`src/rtl/lcd_reader_pkg.sv`:
```
// Package: lcd_reader_pkg
// Shared timing defaults, state encoding and helpers for the HD44780-style
// LCD read controller. The write controller imports the same definitions,
// so bus timing and state numbering stay identical on both sides.
`timescale 1ns/1ps
package lcd_reader_pkg;

  // Default bus timing in clk cycles at 50 MHz.
  localparam int DEF_T_AS      = 3;   // RS/RW setup before E rises (>40ns)
  localparam int DEF_T_PW      = 12;  // E high width (>230ns)
  localparam int DEF_T_H       = 1;   // RS/RW hold after E falls (>10ns)
  localparam int DEF_T_GAP     = 13;  // E low between polled reads
  localparam int DEF_MAX_POLLS = 255; // status reads before poll timeout

  typedef enum logic [2:0] {
    ST_IDLE  = 3'd0,
    ST_SETUP = 3'd1,
    ST_PULSE = 3'd2,
    ST_HOLD  = 3'd3,
    ST_GAP   = 3'd4,
    ST_DONE  = 3'd5
  } lcd_state_t;

  // Largest of the four waits; sizes the shared cycle timer.
  function automatic int max4(input int a, input int b, input int c, input int d);
    int m;
    m = a;
    if (b > m) m = b;
    if (c > m) m = c;
    if (d > m) m = d;
    return m;
  endfunction

endpackage

```
`src/rtl/lcd_cycle_timer.sv`:
```
// Module: lcd_cycle_timer
// Loadable down-counter with a zero flag. Loading N-1 on entry to a state
// makes zero rise in the N-th cycle spent in that state.
// Ports:
//   clk      in  clock
//   reset    in  asynchronous, active-high; clears the count
//   load     in  load load_val this cycle (takes priority over counting)
//   load_val in  W-bit value to load
//   zero     out count == 0
`timescale 1ns/1ps
module lcd_cycle_timer #(
  parameter int W = 4
) (
  input  logic         clk,
  input  logic         reset,
  input  logic         load,
  input  logic [W-1:0] load_val,
  output logic         zero
);

  logic [W-1:0] count_reg;

  always_ff @(posedge clk or posedge reset) begin
    if (reset) begin
      count_reg <= '0;
    end else if (load) begin
      count_reg <= load_val;
    end else if (count_reg != '0) begin
      count_reg <= count_reg - 1'b1;
    end
  end

  assign zero = (count_reg == '0);

endmodule

```
`src/rtl/lcd_reader.sv`:
```
// Module: lcd_reader
// Read-side controller for an HD44780-style 8-bit LCD bus. Runs RW=1 bus
// cycles, samples the data bus in the last E-high cycle and returns the byte.
// RS=1 reads data RAM; RS=0 reads busy flag + address counter, optionally
// repeating the status read until BF=0 or MAX_POLLS reads have been made.
// Ports:
//   clk, reset       clock; asynchronous active-high reset
//   start, CS        read request, accepted in IDLE only when CS=1
//   RS, poll         register select; poll repeats status reads (RS=0 only)
//   rd_data          last sampled byte
//   busy_flag        bit 7 of last status read (0 after a data read)
//   done, timeout    end-of-transaction pulse; timeout valid with done
//   LCD_RS/RW/E      LCD control pins
//   LCD_data_in      data bus from the pad
//   bus_rd           copy of LCD_RW for the pad mux direction control
`timescale 1ns/1ps
module lcd_reader
  import lcd_reader_pkg::*;
#(
  parameter int T_AS      = DEF_T_AS,
  parameter int T_PW      = DEF_T_PW,
  parameter int T_H       = DEF_T_H,
  parameter int T_GAP     = DEF_T_GAP,
  parameter int MAX_POLLS = DEF_MAX_POLLS
) (
  input  logic       clk,
  input  logic       reset,
  input  logic       start,
  input  logic       CS,
  input  logic       RS,
  input  logic       poll,
  output logic [7:0] rd_data,
  output logic       busy_flag,
  output logic       done,
  output logic       timeout,
  output logic       LCD_RS,
  output logic       LCD_RW,
  output logic       LCD_E,
  input  logic [7:0] LCD_data_in,
  output logic       bus_rd
);

  localparam int CW = $clog2(max4(T_AS, T_PW, T_H, T_GAP) + 1);
  localparam logic [7:0] POLL_LAST = 8'(MAX_POLLS - 1);

  lcd_state_t    state;
  logic          poll_mode;
  logic [7:0]    polls;
  logic          tmr_load;
  logic [CW-1:0] tmr_val;
  logic          tmr_zero;

  lcd_cycle_timer #(.W(CW)) u_timer (
    .clk      (clk),
    .reset    (reset),
    .load     (tmr_load),
    .load_val (tmr_val),
    .zero     (tmr_zero)
  );

  // The timer is reloaded on every state change with the length of the state
  // being entered. HOLD always loads T_GAP: if HOLD goes to DONE instead, the
  // value is simply unused, so the load does not depend on the poll decision.
  always_comb begin
    tmr_load = 1'b0;
    tmr_val  = '0;
    case (state)
      ST_IDLE: begin
        tmr_load = start & CS;
        tmr_val  = CW'(T_AS - 1);
      end
      ST_SETUP: begin
        tmr_load = tmr_zero;
        tmr_val  = CW'(T_PW - 1);
      end
      ST_PULSE: begin
        tmr_load = tmr_zero;
        tmr_val  = CW'(T_H - 1);
      end
      ST_HOLD: begin
        tmr_load = tmr_zero;
        tmr_val  = CW'(T_GAP - 1);
      end
      ST_GAP: begin
        tmr_load = tmr_zero;
        tmr_val  = CW'(T_AS - 1);
      end
      default: begin
        tmr_load = 1'b0;
        tmr_val  = '0;
      end
    endcase
  end

  always_ff @(posedge clk or posedge reset) begin
    if (reset) begin
      state     <= ST_IDLE;
      poll_mode <= 1'b0;
      polls     <= 8'd0;
      rd_data   <= 8'd0;
      busy_flag <= 1'b0;
      done      <= 1'b0;
      timeout   <= 1'b0;
      LCD_RS    <= 1'b0;
      LCD_RW    <= 1'b0;
      LCD_E     <= 1'b0;
    end else begin
      done    <= 1'b0;
      timeout <= 1'b0;
      case (state)
        ST_IDLE: begin
          if (start && CS) begin
            LCD_RS    <= RS;
            poll_mode <= poll & ~RS;
            polls     <= 8'd0;
            LCD_RW    <= 1'b1;
            state     <= ST_SETUP;
          end
        end
        ST_SETUP: begin
          if (tmr_zero) begin
            LCD_E <= 1'b1;
            state <= ST_PULSE;
          end
        end
        ST_PULSE: begin
          // Last E-high cycle: the LCD output is settled, capture it.
          if (tmr_zero) begin
            LCD_E     <= 1'b0;
            rd_data   <= LCD_data_in;
            busy_flag <= LCD_data_in[7] & ~LCD_RS;
            state     <= ST_HOLD;
          end
        end
        ST_HOLD: begin
          if (tmr_zero) begin
            // polls stops at MAX_POLLS-1, so it can never wrap.
            if (poll_mode && busy_flag && (polls < POLL_LAST)) begin
              polls <= polls + 8'd1;
              state <= ST_GAP;
            end else begin
              done    <= 1'b1;
              timeout <= poll_mode & busy_flag;
              LCD_RW  <= 1'b0;
              state   <= ST_DONE;
            end
          end
        end
        ST_GAP: begin
          if (tmr_zero) begin
            state <= ST_SETUP;
          end
        end
        ST_DONE: begin
          state <= ST_IDLE;
        end
        default: begin
          state <= ST_IDLE;
        end
      endcase
    end
  end

  assign bus_rd = LCD_RW;

endmodule
```
`config.mk`:
```
export PLATFORM = sky130hd
export DESIGN_NAME = lcd_reader
export DESIGN_NICKNAME = d
export VERILOG_FILES = /design/src/rtl/lcd_reader_pkg.sv /design/src/rtl/lcd_cycle_timer.sv /design/src/rtl/lcd_reader.sv
export SDC_FILE = /design/constraint.sdc
export NUM_CORES = 1
export LEC_CHECK = 0
export ABC_AREA = 1
export BUFFER_PORTS_ARGS = -buffer_cell sky130_fd_sc_hd__buf_4
export CORE_MARGIN = 1.5
export CORE_UTILIZATION = 55
export CTS_CLUSTER_DIAMETER = 80
export DETAILED_ROUTE_END_ITERATION = 6
export GPL_TIMING_DRIVEN = 0
export PLACE_DENSITY_LB_ADDON = 0.08
export SYNTH_ARGS = -nofsm -noshare
export SYNTH_HDL_FRONTEND = slang
export SYNTH_SLANG_ARGS = --single-unit
```
`constraint.sdc`:
```
create_clock -name clk -period 3.15 [get_ports clk]
set_input_delay 0.1575 -clock clk [delete_from_list [all_inputs] [get_ports clk]]
set_output_delay 0.1575 -clock clk [all_outputs]
set_load 0.01 [all_outputs]
```
Word level (Yosys, flattened, before mapping)
Cells that the tools add are included.

word-level totals
  input port bits = 14
  bits in latches = 0
  bits in read-only memories = 0
  output and inout port bits = 15
  memories kept = 0
  bits in writable memories = 0
  logic and storage cells = 76
  register bits after elaboration = 30

operators by class
  $add $sub $neg = 2
  bitwise logic cells = 6
  multiplexer cells = 28
  $lt $le $gt $ge = 1
  shift-type cells = 0
  div/mod/pow operators = 0
  reductions and logical operators = 17
  multipliers = 0
  equal/unequal tests = 11

operators by type and width
  operator                                                               number
  8-bit 2-to-1 mux                                                       3
  8-bit case mux with 2 select lines                                     1
  3-bit 2-to-1 mux                                                       5
  3-bit case mux with 5 select lines                                     1
  2-bit != test, second input constant                                   7
  1-bit 2-to-1 mux                                                       12
  4-bit case mux with 3 select lines                                     1
  8-bit by 1-bit adder with 8-bit output, second input constant          1
  8-bit less-than comparator, second input constant                      1
  4-bit 2-to-1 mux                                                       2
  4-bit AND reduction                                                    2
  3-bit by 2-bit equality test with 1-bit output, second input constant  2
  1-bit case mux with 2 select lines                                     3
  2-bit nonzero test                                                     3
  5-bit AND reduction                                                    1
  1-bit bitwise AND                                                      4
  4-bit logical NOT                                                      1
  2-bit AND reduction                                                    2
  4-bit nonzero test                                                     1
  4-bit OR reduction                                                     1
  4-bit by 1-bit subtractor with 4-bit output, second input constant     1
  3-bit by 1-bit equality test with 1-bit output, second input constant  1
  3-bit equality test, second input constant                             1
  1-bit logical AND                                                      3
  other kinds (4)                                                        5

Logic depth before layout (Yosys ltp)
Gate-level depths: netlist of run 1.

  depth in word-level cells = 5
  gate-level depth with buffers = 10
  mapped depth without buffers = 9

Modules after synthesis
A second synthesis of run 1 with hierarchy kept.

unflattened totals
  cell total of the unflattened synthesis = 216
  area, all modules = 1606.5 um^2

modules (own cells, without submodules)
  module           times used  area each (um^2)  sequential area each (um^2)  cells an instance
  lcd_reader       1           1347.5            650.6                        178
  lcd_cycle_timer  1           259.0             100.1                        38

Worst setup path after synthesis of run 1
No wires, ideal clock.

  path type = register to register
  from = register u_timer.count_reg[0]
  to = register LCD_E
  clock period less this slack = 1.394 ns
  slack = 1.756 ns
  setup time = 0.118 ns
  buffers on the path = 1
  arrival time = 1.276 ns
  data required time = 3.032 ns
  cell stages (with the launch flop) = 11
  cells stage by stage = dfrtp_1 -> inv_1 -> ha_1 -> nand3_1 -> buf_2 -> inv_1 -> nand3_2 -> nand2_4 -> nand2_1 -> nand2_1 -> nand2_1

on the way
  cells in the longest elaborated chain, start to end = 3
  elaborated cells between the ends (all ways) = 4
  classes of those cells = eq/ne: 2; reduce/logical: 2

RTL lines
  item                                    RTL line               source
  from (decl)                             lcd_cycle_timer.sv:21  logic [W-1:0] count_reg;
  from (signal assigned)                  lcd_cycle_timer.sv:27  count_reg <= load_val;
  from (signal assigned)                  lcd_cycle_timer.sv:29  count_reg <= count_reg - 1'b1;
  4-bit logical NOT *                     lcd_cycle_timer.sv:33  assign zero = (count_reg == '0);
  2-bit != test (no source line)          --
  3-bit AND reduction (no source line) *  --
  to (signal assigned)                    lcd_reader.sv:106      LCD_E <= 1'b0;
  to (signal assigned)                    lcd_reader.sv:122      LCD_E <= 1'b1;
  to (signal assigned)                    lcd_reader.sv:129      LCD_E <= 1'b0;
  to (decl)                               lcd_reader.sv:38       output logic LCD_E,

Every way passes the cells marked *; elsewhere a longest branch is shown, timed or not.
A chain may end at the register's enable or synchronous reset.

Final worst setup path of run 1
  from = register u_timer.count_reg[0]
  to = register u_timer.count_reg[0]

on the way
  cells in the longest elaborated chain, start to end = 3
  elaborated cells between the ends (all ways) = 7
  classes of those cells = add/sub: 1; mux: 3; reduce/logical: 3

RTL lines
  item                                                                                     RTL line
  4-bit by 1-bit subtractor with 4-bit output / 4-bit logical NOT (equally long branches)  lcd_cycle_timer.sv:29, lcd_cycle_timer.sv:33
  4-bit 2-to-1 mux / 1-bit case mux with 2 select lines (equally long branches)            lcd_cycle_timer.sv:28, lcd_reader.sv:67
  4-bit 2-to-1 mux / 2-bit nonzero test (equally long branches)                            --

Several ways; a longest one is shown, not always the timed one. The select of a mux whose other input is x is not followed.

==> results of run 1 <==
## critical path, cell delays in order (launching register included)
cell and delay (ns):
sky130_fd_sc_hd__dfrtp_1 0.37, sky130_fd_sc_hd__inv_1 0.10, sky130_fd_sc_hd__ha_1 0.20, sky130_fd_sc_hd__nand3_1 0.11, sky130_fd_sc_hd__buf_2 0.21, sky130_fd_sc_hd__inv_1 0.08
sky130_fd_sc_hd__nand3_2 0.08, sky130_fd_sc_hd__nand2_4 0.12, sky130_fd_sc_hd__nand3_1 0.13, sky130_fd_sc_hd__o21ai_1 0.11
## path summary, 6_finish.rpt
| check | from | endpoint | slack, ns | cells past startpoint |
|---|---|---|---|---|
| min in group asynchronous | reset | polls[0] | 0.10 | 2 |
| setup reg to reg | u_timer.count_reg[0] | u_timer.count_reg[0] | 1.56 | 9 |
| setup / recovery | u_timer.count_reg[0] | u_timer.count_reg[0] | 1.56 | 9 |
| max in group asynchronous | reset | state[2] | 2.38 | 2 |
| hold / removal | poll | poll_mode | 0.01 | 3 |
| hold reg to reg | rd_data[4] | rd_data[4] | 0.48 | 2 |
## cells in the final DEF (no fill, tap or decap), drive strengths merged
master,n
nand2,98
xnor2,1
inv,19
clkbuf,7
dfrtp,30
clkinv,1
ha,2
nand3,18
nand4,2
nand3b,1
xor2,2
buf,32
a21oi,2
o21ai,8
nor2,23
o21a,1
nor4,1
## cell families (layout without fill, tap and decap cells)
family | Yosys count | after routing | synth area share, %
flip-flops | 30 | 30 | 46.8
AND/OR/NAND/NOR | 143 | 143 | 39.9
adder cells (fa/ha/maj) | 2 | 2 | 1.56
buffers and inverters | 23 | 59 | 6.25
XOR/XNOR | 3 | 3 | 1.64
AO/OA/AOI/OAI | 11 | 11 | 3.82
## area by class of cell
class                   instances  area, µm²
plain buffers                   4       28.8
inverters                      19       71.3
multi-input cells             159        752
flip-flops and latches         30        751
clock inverters                 1       5.00
clock buffers                   7       55.1
repair buffers                 28        210
well taps                      31       38.8
fillers                       230        846
## metal layers
metal	share of wire (%)	vias up	track usage, %
met5	0	-	0
met1	44	653	29.4
met3	6.6	6	5.22
li1	-	733	-
met2	48	48	33.7
met4	1.7	0	11.6
## per-stage QoR
stage                     total power [mW]  hold slack [ns]  std cells
after floorplan                       1.10            0.248        212
after global placement                1.32            0.356        271
after detailed placement              1.34            0.359        271
after CTS                             1.59          0.00489        279
final                                 1.57           0.0122        279
after global routing                  1.70           0.0185        279
## power groups by stage
stage               clock network, mW  logic, mW  registers, mW
floorplan                           0      0.468          0.627
detailed placement                  0      0.740          0.603
global placement                    0      0.721          0.599
global route                    0.261      0.828          0.613
finish                          0.239      0.735          0.598
CTS                             0.248      0.742          0.598
==> results.ini, run 1 <==
[setup_path]
timing.setup.critical_path_class = register to register
worstPathArrival_ns = 1.84
cp_max_fo = 10
critical_path.startpoint_type = register
cp_data_required_time_ns = 3.41
cp-end-kind = register

[global_routing]
track_usage_pct = 22.0
grt_antenna_before_repair = 0
global_route.overflow_total = 0
grt_pass1_wl_mm = 5.55
grt_pass1_vias = 1311
grt_start_max_net_pins = 31

[synth]
post_synth_most_frequent_cells = 91 x sky130_fd_sc_hd__nand2_1, 30 x sky130_fd_sc_hd__dfrtp_1, 20 x sky130_fd_sc_hd__nor2_1
yosys.area.top_type = sky130_fd_sc_hd__dfrtp_1
yosysMostFrequentCell = sky130_fd_sc_hd__nand2_1
synthesis.area_um2 = 1600
postSynthNetCount = 228
yosysSeqAreaShare_pct = 46.8
synth-warning-count = 0
synth.top_cell.area_share_pct = 46.8
synth_flop_cell = sky130_fd_sc_hd__dfrtp_1
synthTopCellsByArea = sky130_fd_sc_hd__dfrtp_1 47%, sky130_fd_sc_hd__nand2_1 21%, sky130_fd_sc_hd__nand3_1 5.0%
ys_async_sr_fraction_pct = 100
synth-edff-count = 0
netlist_instances = 212
synth_cell_types = 27
synth-seq-cells = 30
synth_area_per_cell_um2 = 7.56

[die]
top_level_ports = 29
initial_core_util_pct = 58.1
die_extent_in_y_um = 57.0
design.die.area_um2 = 3250
chipWidth_um = 57.0
core_area_um2 = 2760
placementRows = 19

[sta]
finalMaxSlewViolations = 0
slew_at_the_pin_closest_to_its_max_slew_limit_ns = 1.11
unrepaired_setup_endpoints_after_global_routing = no
max_freq_ghz = 0.630
final_period_minus_worst_setup_slack_ns = 1.59
timing.final.crit_share_pct = 50.4
skew_ns = 0.00924
setup-tns-final_ns = 0
setup_violations = 0
slew_headroom_pct = 25.8
final_hold_fails = 0
layout_setup_ws_ns = 1.56

[clocking]
numCtsBuffers = 5
cts-resized-gates = 0
postCtsSetupBuffers = 0
clk-insertion-delay-late_ns = 0.34
cts.sinks = 30
cts-root-to-sink-buffers = 2
clock_tree.root_cell = sky130_fd_sc_hd__clkbuf_4
tritoncts = built
cts-htree-levels = 2
cts_hold_buffers = 0
clk_pin_slew_worst_paths_ns = 0.09

[final_layout]
antenna_cells = 0
post_route_cells_drive_above_1_share_pct = 24.2
final_net_count = 263
layout-area-overhead-vs-synth_pct = 19.3
final_standard_cell_area_without_fillers_um2 = 1910
postLayoutCoreUtil_pct = 69.3

[pwr]
cellLeakagePower_nw = 0.997
cellPowerDensity_nw_per_um2 = 823
power.sequential.fraction_pct = 38.0
max-vdd-ir-drop_mv = 0.615
clock_power_share_pct = 15.2
power_frac_comb_pct = 46.7
switching_power_summed_over_all_nets_uw = 649
swShare_pct = 41.3
internal-power_uw = 923

[detailed_routing]
wl_mm = 3.17
firstDrtPassIters = 5
wirelength_per_cell_um = 11.3
detail-route-antenna-nets = 0
drt_iter0_markers = 74
remaining_drc_errors = 0
vias_per_cell = 5.16
routed-via-count = 1440

[placed_design]
dpl_cell_area_um2 = 1850
finalWeightedCongestion = 0.859
buffer_ports.inserted = 28
dp_hpwl_mm = 2.33
place_ws_ns = 1.58

[min_path]
hold_path_class = primary input to register

[run]
cap_violations = 0

[outcome]
outcome = complete, no violations

No activity file was read; power rests on OpenSTA's default activity.
==> run 2: changes to the inputs <==
--- a/config.mk
+++ b/config.mk
@@ -8,7 +8,7 @@
 export ABC_AREA = 1
 export BUFFER_PORTS_ARGS = -buffer_cell sky130_fd_sc_hd__buf_4
 export CORE_MARGIN = 1.5
-export CORE_UTILIZATION = 55
+export CORE_UTILIZATION = 49
 export CTS_CLUSTER_DIAMETER = 80
 export DETAILED_ROUTE_END_ITERATION = 6
 export GPL_TIMING_DRIVEN = 0
==> constraint.sdc (replaced) <==
create_clock -name clk -period 1.33 [get_ports clk]
set_input_delay 0.0665 -clock clk [delete_from_list [all_inputs] [get_ports clk]]
set_output_delay 0.0665 -clock clk [all_outputs]
set_load 0.01 [all_outputs]
==> run 2 against run 1 <==
  * The flow now finishes with violations (negative setup slack)
  * Final area up 20%
  * Die area up 12%
  * Routed wire length up 17%
  * Power rose to 2.7 times the previous value
  * Setup slack worse by 1.6 ns
  * Register-to-register slack worse by 1.6 ns
  * Maximum frequency up 18%
  * Sequential cell count unchanged
  * Critical endpoint is now state[1]
==> results.ini, run 2 (synthesis gave the netlist of run 1 again) <==
[setup_path]
critical_path_buf_inv_count = 3  ; unchanged
timing.rr.start = u_timer.count_reg[0]
cp-end-kind = register
worst_path_largest_cell_delay_ns = 0.38  ; about the same
worstPathArrival_ns = 1.57  ; -0.27 ns
worst_path_max_delay_cell = sky130_fd_sc_hd__dfrtp_1
timing.setup.critical_path_class = register to register
cp_max_fo = 5  ; -5
timing.rr.end = state[1]
crit_top_cell = sky130_fd_sc_hd__nand2_1
cp_data_required_time_ns = 1.55  ; -1.86 ns
critical_path.top_delay_family = buffers and inverters
worst_r2r_path_depth = 9  ; unchanged
ff2ff_setup_slack_ns = -0.02  ; -1.58 ns
critical_path.cell_chain = inv_2 -> ha_4 -> nand3_4 -> buf_6 -> buf_4 -> o21ai_1 -> nand2_1 -> nand2_1 -> nand2_1
critical_path.startpoint_type = register

[final_layout]
stdcell_count = 319  ; +14%
layout.cells.most_common_list = 85 x sky130_fd_sc_hd__nand2_1, 43 x sky130_fd_sc_hd__buf_4, 27 x sky130_fd_sc_hd__dfrtp_1
final_standard_cell_area_without_fillers_um2 = 2290  ; +20%
post_route_cells_drive_above_1_share_pct = 35.3  ; +11 points
final_net_count = 290  ; +10%
fillCellCount = 259  ; +13%
layout-area-overhead-vs-synth_pct = 42.6
layout.cells.most_common = sky130_fd_sc_hd__nand2_1
antenna_cells = 0  ; unchanged

[sta]
final_hold_fails = 0  ; unchanged
skew_ns = 0.0147  ; +0.00542 ns
setup_violations = 3  ; +3
unrepaired_setup_endpoints_after_global_routing = yes
final_period_minus_worst_setup_slack_ns = 1.35  ; -0.237 ns
timing.final.crit_share_pct = 101  ; +51 points
slew_at_the_pin_closest_to_its_max_slew_limit_ns = 1.10  ; -0.0139 ns
max_freq_ghz = 0.741  ; +18%
finalMaxSlewViolations = 0  ; unchanged
slew_headroom_pct = 26.7  ; +0.93 points
setup-tns-final_ns = -0.0381  ; -0.0381 ns
layout_setup_ws_ns = -0.0197  ; -1.58 ns

[placed_design]
dp_hpwl_mm = 2.29  ; -1.7%
buffer_ports.inserted = 28  ; unchanged
dpl_cell_area_um2 = 1890  ; +2.2%
placed_cells = 284  ; +4.8%
place_ws_ns = -0.139  ; -1.72 ns
finalWeightedCongestion = 0.838  ; -2.4%

[clocking]
cts-htree-levels = 2  ; unchanged
clk-insertion-delay-late_ns = 0.34  ; about the same
cts-root-to-sink-buffers = 2  ; unchanged
tritoncts = built
clock_tree.root_cell = sky130_fd_sc_hd__clkbuf_4
cts.sinks = 30  ; unchanged
clk_pin_slew_worst_paths_ns = 0.10  ; about the same
numCtsBuffers = 5  ; unchanged

[global_routing]
grt_pass1_wl_mm = 5.80  ; +4.4%
global_route.overflow_total = 0  ; unchanged
grt_antenna_before_repair = 0  ; unchanged
grt_start_max_net_pins = 31  ; unchanged
track_usage_pct = 22.2  ; +0.17 points
grt_pass1_vias = 1299  ; -0.92%

[die]
top_level_ports = 29  ; unchanged
placementRows = 20  ; +1
design.die.area_um2 = 3620  ; +12%
initial_core_util_pct = 52.1  ; -6.0 points
die_extent_in_y_um = 60.2  ; +5.6%
chipWidth_um = 60.2  ; +5.6%
core_area_um2 = 3080  ; +12%

[pwr]
clock_power_share_pct = 13.3  ; -1.9 points
power_frac_comb_pct = 53.1  ; +6.4 points
cellLeakagePower_nw = 1.13  ; +13%
power.sequential.fraction_pct = 33.6  ; -4.4 points
max-vdd-ir-drop_mv = 1.18  ; +92%
cellPowerDensity_nw_per_um2 = 1870  ; +130%
swShare_pct = 42.3  ; +1.0 points
internal-power_mw = 2.47  ; +170%
switching_power_summed_over_all_nets_mw = 1.81  ; +180%
finalPower_mw = 4.29  ; +170%

[detailed_routing]
detail-route-antenna-nets = 0  ; unchanged
drt_iter0_markers = 49  ; -34%
firstDrtPassIters = 4  ; -1
routed-via-count = 1518  ; +5.4%
wl_mm = 3.70  ; +17%
wirelength_per_cell_um = 11.6  ; +2.3%
vias_per_cell = 4.76  ; -7.8%
remaining_drc_errors = 0  ; unchanged

[run]
cap_violations = 0  ; unchanged

[min_path]
hold_path_class = primary input to async pin

[outcome]
failed_checks = negative setup slack
outcome = finished with violations

-- run 2: layout make-up --
type                       instances  area (µm²)  share of cell area (%)
timing repair buffer              54         438                    19.2
tap                               44        55.1                    2.41
sequential                        30         754                    33.0
clock buffer                       7        55.1                    2.41
clock inverter                     1        5.00                   0.219
buffer                             4        37.5                    1.64
multi-input combinational        160         860                    37.6
inverter                          19        81.3                    3.56
-- run 2: power groups by stage --
| stage | registers [mW] | logic (mW) | clock network (mW) |
|---|---|---|---|
| 6_report | 1.44 | 2.27 | 0.570 |
| 5_1_grt | 1.48 | 2.53 | 0.619 |
| 4_1_cts | 1.42 | 2.06 | 0.579 |
| 3_5_place_dp | 1.43 | 1.84 | 0 |
| 3_3_place_gp | 1.43 | 1.81 | 0 |
| 2_1_floorplan | 1.49 | 1.18 | 0 |
-- run 2: how the worst max path moves through the flow --
| stage | end | cells past startpoint | from | slack [ns] |
|---|---|---|---|---|
| 3_5_place_dp | busy_flag | 8 | u_timer.count_reg[0] | -0.14 |
| 3_3_place_gp | busy_flag | 8 | u_timer.count_reg[0] | -0.12 |
| 5_1_grt | LCD_E | 10 | u_timer.count_reg[0] | -0.08 |
| 6_report | state[1] | 9 | u_timer.count_reg[0] | -0.02 |
| 4_1_cts | state[1] | 9 | u_timer.count_reg[1] | 0.0005 |
| 2_1_floorplan | LCD_E | 10 | u_timer.count_reg[1] | 0.02 |
-- run 2: routing by layer --
metal	up-vias	GRT usage, %	share of wire [%]
met4	0	8.25	1.2
met3	6	8.01	4.6
met2	27	32.3	47
met1	703	30.4	47
li1	782	-	-
met5	-	0	0
-- run 2: timing repair --
item / CTS / global route
gates resized for setup: 9 / 23
cloned: 1 / 0
endpoints found under the hold margin: 9 / 0
setup endpoints to repair: 25 / 26
setup buffers: 8 / 8
pin swaps: 5 / 5
hold buffers: 10 / 0
-- run 2: stage by stage --
stage,hold WS (ns),utilization [%]
global placement,0.262,61.5
floorplan,0.157,-
global route,0.105,74.3
finish,0.00133,74.3
detailed placement,0.269,61.5
CTS,0.0439,69.9
==> run 3: changes to the inputs <==
--- a/config.mk
+++ b/config.mk
@@ -13,6 +13,8 @@
 export DETAILED_ROUTE_END_ITERATION = 6
 export GPL_TIMING_DRIVEN = 0
 export PLACE_DENSITY_LB_ADDON = 0.08
+export RECOVER_POWER = 100
+export SETUP_SLACK_MARGIN = 0.1
 export SYNTH_ARGS = -nofsm -noshare
 export SYNTH_HDL_FRONTEND = slang
 export SYNTH_SLANG_ARGS = --single-unit
==> run 3 against run 2 <==
  * The run still ends with negative setup slack left
  * First-iteration DRC count increased by 110%
  * Clock skew fell by 0.0099 ns
  * Non-clock buffer count grew 1
  * Routed wire length up 7.9%
  * Sequential cell count unchanged
  * Maximum frequency up 1.3%
  * Sequential share of layout area shrank 0.36 points
  * Core utilization grew 0.81 points
  * Power grew 2.2%
  * Worst hold slack improved by 0.021 ns
  * Highest routed layer unchanged
==> results.ini, run 3 (synthesis gave the netlist of run 1 again) <==
[final_layout]
layout.cells.most_common = sky130_fd_sc_hd__nand2_1
layout.cells.most_common_list = 73 x sky130_fd_sc_hd__nand2_1, 30 x sky130_fd_sc_hd__buf_4, 27 x sky130_fd_sc_hd__dfrtp_1
postLayoutCoreUtil_pct = 75.1  ; +0.81 points
final_net_count = 291  ; +0.34%
final_standard_cell_area_without_fillers_um2 = 2310  ; +1.1%
layout-area-overhead-vs-synth_pct = 44.2
stdcell_count = 320  ; +0.31%
antenna_cells = 0  ; unchanged
post_route_cells_drive_above_1_share_pct = 35.9  ; +0.60 points

[min_path]
hold_path_class = primary input to async pin

[detailed_routing]
routed-via-count = 1566  ; +3.2%
vias_per_cell = 4.89  ; +2.8%
detail-route-antenna-nets = 0  ; unchanged
drt_iter0_markers = 104  ; +110%
wl_mm = 4.00  ; +7.9%
remaining_drc_errors = 0  ; unchanged
wirelength_per_cell_um = 12.5  ; +7.5%
firstDrtPassIters = 5  ; +1

[sta]
slew_at_the_pin_closest_to_its_max_slew_limit_ns = 1.13  ; +0.0328 ns
setup_violations = 1  ; -2
slew_headroom_pct = 24.5  ; -2.2 points
finalMaxSlewViolations = 0  ; unchanged
final_period_minus_worst_setup_slack_ns = 1.33  ; -0.0177 ns
max_freq_ghz = 0.751  ; +1.3%
unrepaired_setup_endpoints_after_global_routing = yes
layout_setup_ws_ns = -0.00200  ; +0.0177 ns
timing.final.crit_share_pct = 100  ; -1.3 points
setup-tns-final_ns = -0.00200  ; +0.0361 ns
final_hold_fails = 0  ; unchanged
skew_ns = 0.00475  ; -0.00990 ns

[global_routing]
grt_start_max_net_pins = 31  ; unchanged
grt_pass1_wl_mm = 6.06  ; +4.5%
grt_pass1_vias = 1327  ; +2.2%
grt_antenna_before_repair = 0  ; unchanged
global_route.overflow_total = 0  ; unchanged
track_usage_pct = 23.2  ; +1.0 points

[die]
core_area_um2 = 3080  ; unchanged
placementRows = 20  ; unchanged
die_extent_in_y_um = 60.2  ; unchanged
top_level_ports = 29  ; unchanged
design.die.area_um2 = 3620  ; unchanged
initial_core_util_pct = 52.1  ; unchanged
chipWidth_um = 60.2  ; unchanged

[placed_design]
place_ws_ns = -0.114  ; +0.0254 ns
dp_hpwl_mm = 2.22  ; -3.2%
finalWeightedCongestion = 0.855  ; +2.0%
buffer_ports.inserted = 28  ; unchanged
dpl_cell_area_um2 = 1890  ; +0.13%
placed_cells = 284  ; unchanged

[clocking]
cts-htree-levels = 2  ; unchanged
cts-root-to-sink-buffers = 2  ; unchanged
clock_tree.root_cell = sky130_fd_sc_hd__clkbuf_4
clk_pin_slew_worst_paths_ns = 0.10  ; about the same
clk-insertion-delay-late_ns = 0.33  ; about the same
numCtsBuffers = 5  ; unchanged
tritoncts = built
cts.sinks = 30  ; unchanged

[setup_path]
worstPathArrival_ns = 1.57  ; about the same
critical_path.cell_chain = inv_2 -> ha_4 -> nand3_4 -> buf_6 -> inv_4 -> nand3_4 -> nand2_4 -> nand2_4 -> nand2_2 -> nand2_1
critical_path_buf_inv_count = 3  ; unchanged
critical_path.top_delay_family = flip-flops
cp_data_required_time_ns = 1.56  ; about the same
worst_path_largest_cell_delay_ns = 0.40  ; +0.02 ns
critical_path.startpoint_type = register
worst_path_max_delay_cell = sky130_fd_sc_hd__dfrtp_1
timing.setup.critical_path_class = register to register
worst-path-stages = 10  ; +1
cp_max_fo = 6  ; +1
cp-end-kind = register
worst_r2r_path_depth = 10  ; +1

[pwr]
cellPowerDensity_nw_per_um2 = 1900  ; +1.1%
max-vdd-ir-drop_mv = 1.32  ; +12%
cellLeakagePower_nw = 1.10  ; -2.6%

[outcome]
outcome = finished with violations
failed_checks = negative setup slack

[run]
cap_violations = 0  ; unchanged

[run 3: final cells by class]
class / count / area, µm²
well taps: 44 / 55.1
plain buffers: 4 / 37.5
fillers: 235 / 767
repair buffers: 55 / 389
multi-input cells: 160 / 928
clock inverters: 1 / 5.00
inverters: 19 / 86.3
flip-flops and latches: 30 / 754
clock buffers: 7 / 55.1
[run 3: per-stage QoR]
step	hold slack, ns	total power, mW
global route	0.0660	4.66
global placement	0.263	3.24
CTS	0.0508	4.17
floorplan	0.157	2.68
finish	0.0223	4.38
detailed placement	0.269	3.27
[run 3: metal layers]
layer	up-vias	share of wire [%]	global-route usage, %
met1	728	45	32.0
li1	786	-	-
met2	45	50	34.5
met4	0	1.8	11.7
met5	-	0	0
met3	7	3.6	4.76
[run 3: timing repair]
action	in CTS	in global routing
gates resized for setup	14	36
hold buffers	10	0
setup buffers	12	5
endpoints found under the hold margin	11	0
pin swaps	7	16
endpoints found under the setup margin	28	29
gates cloned	1	0
[run 3: final timing paths]
| kind | startpoint | to | slack (ns) |
|---|---|---|---|
| max | u_timer.count_reg[1] | LCD_E | -0.002 |
| min reg2reg | rd_data[0] | rd_data[0] | 0.49 |
| max reg2reg | u_timer.count_reg[1] | LCD_E | -0.002 |
| min | reset | polls[5] | 0.02 |
| min in group clk | CS | LCD_RW | 0.07 |
| max in group asynchronous | reset | state[1] | 0.56 |
[run 3: power by group]
part           switching (mW)  leakage (nW)  internal (mW)
Combinational            1.41         0.688          0.945
Sequential              0.220         0.377           1.22
Clock                   0.328        0.0353          0.256
Total                    1.96          1.10           2.42
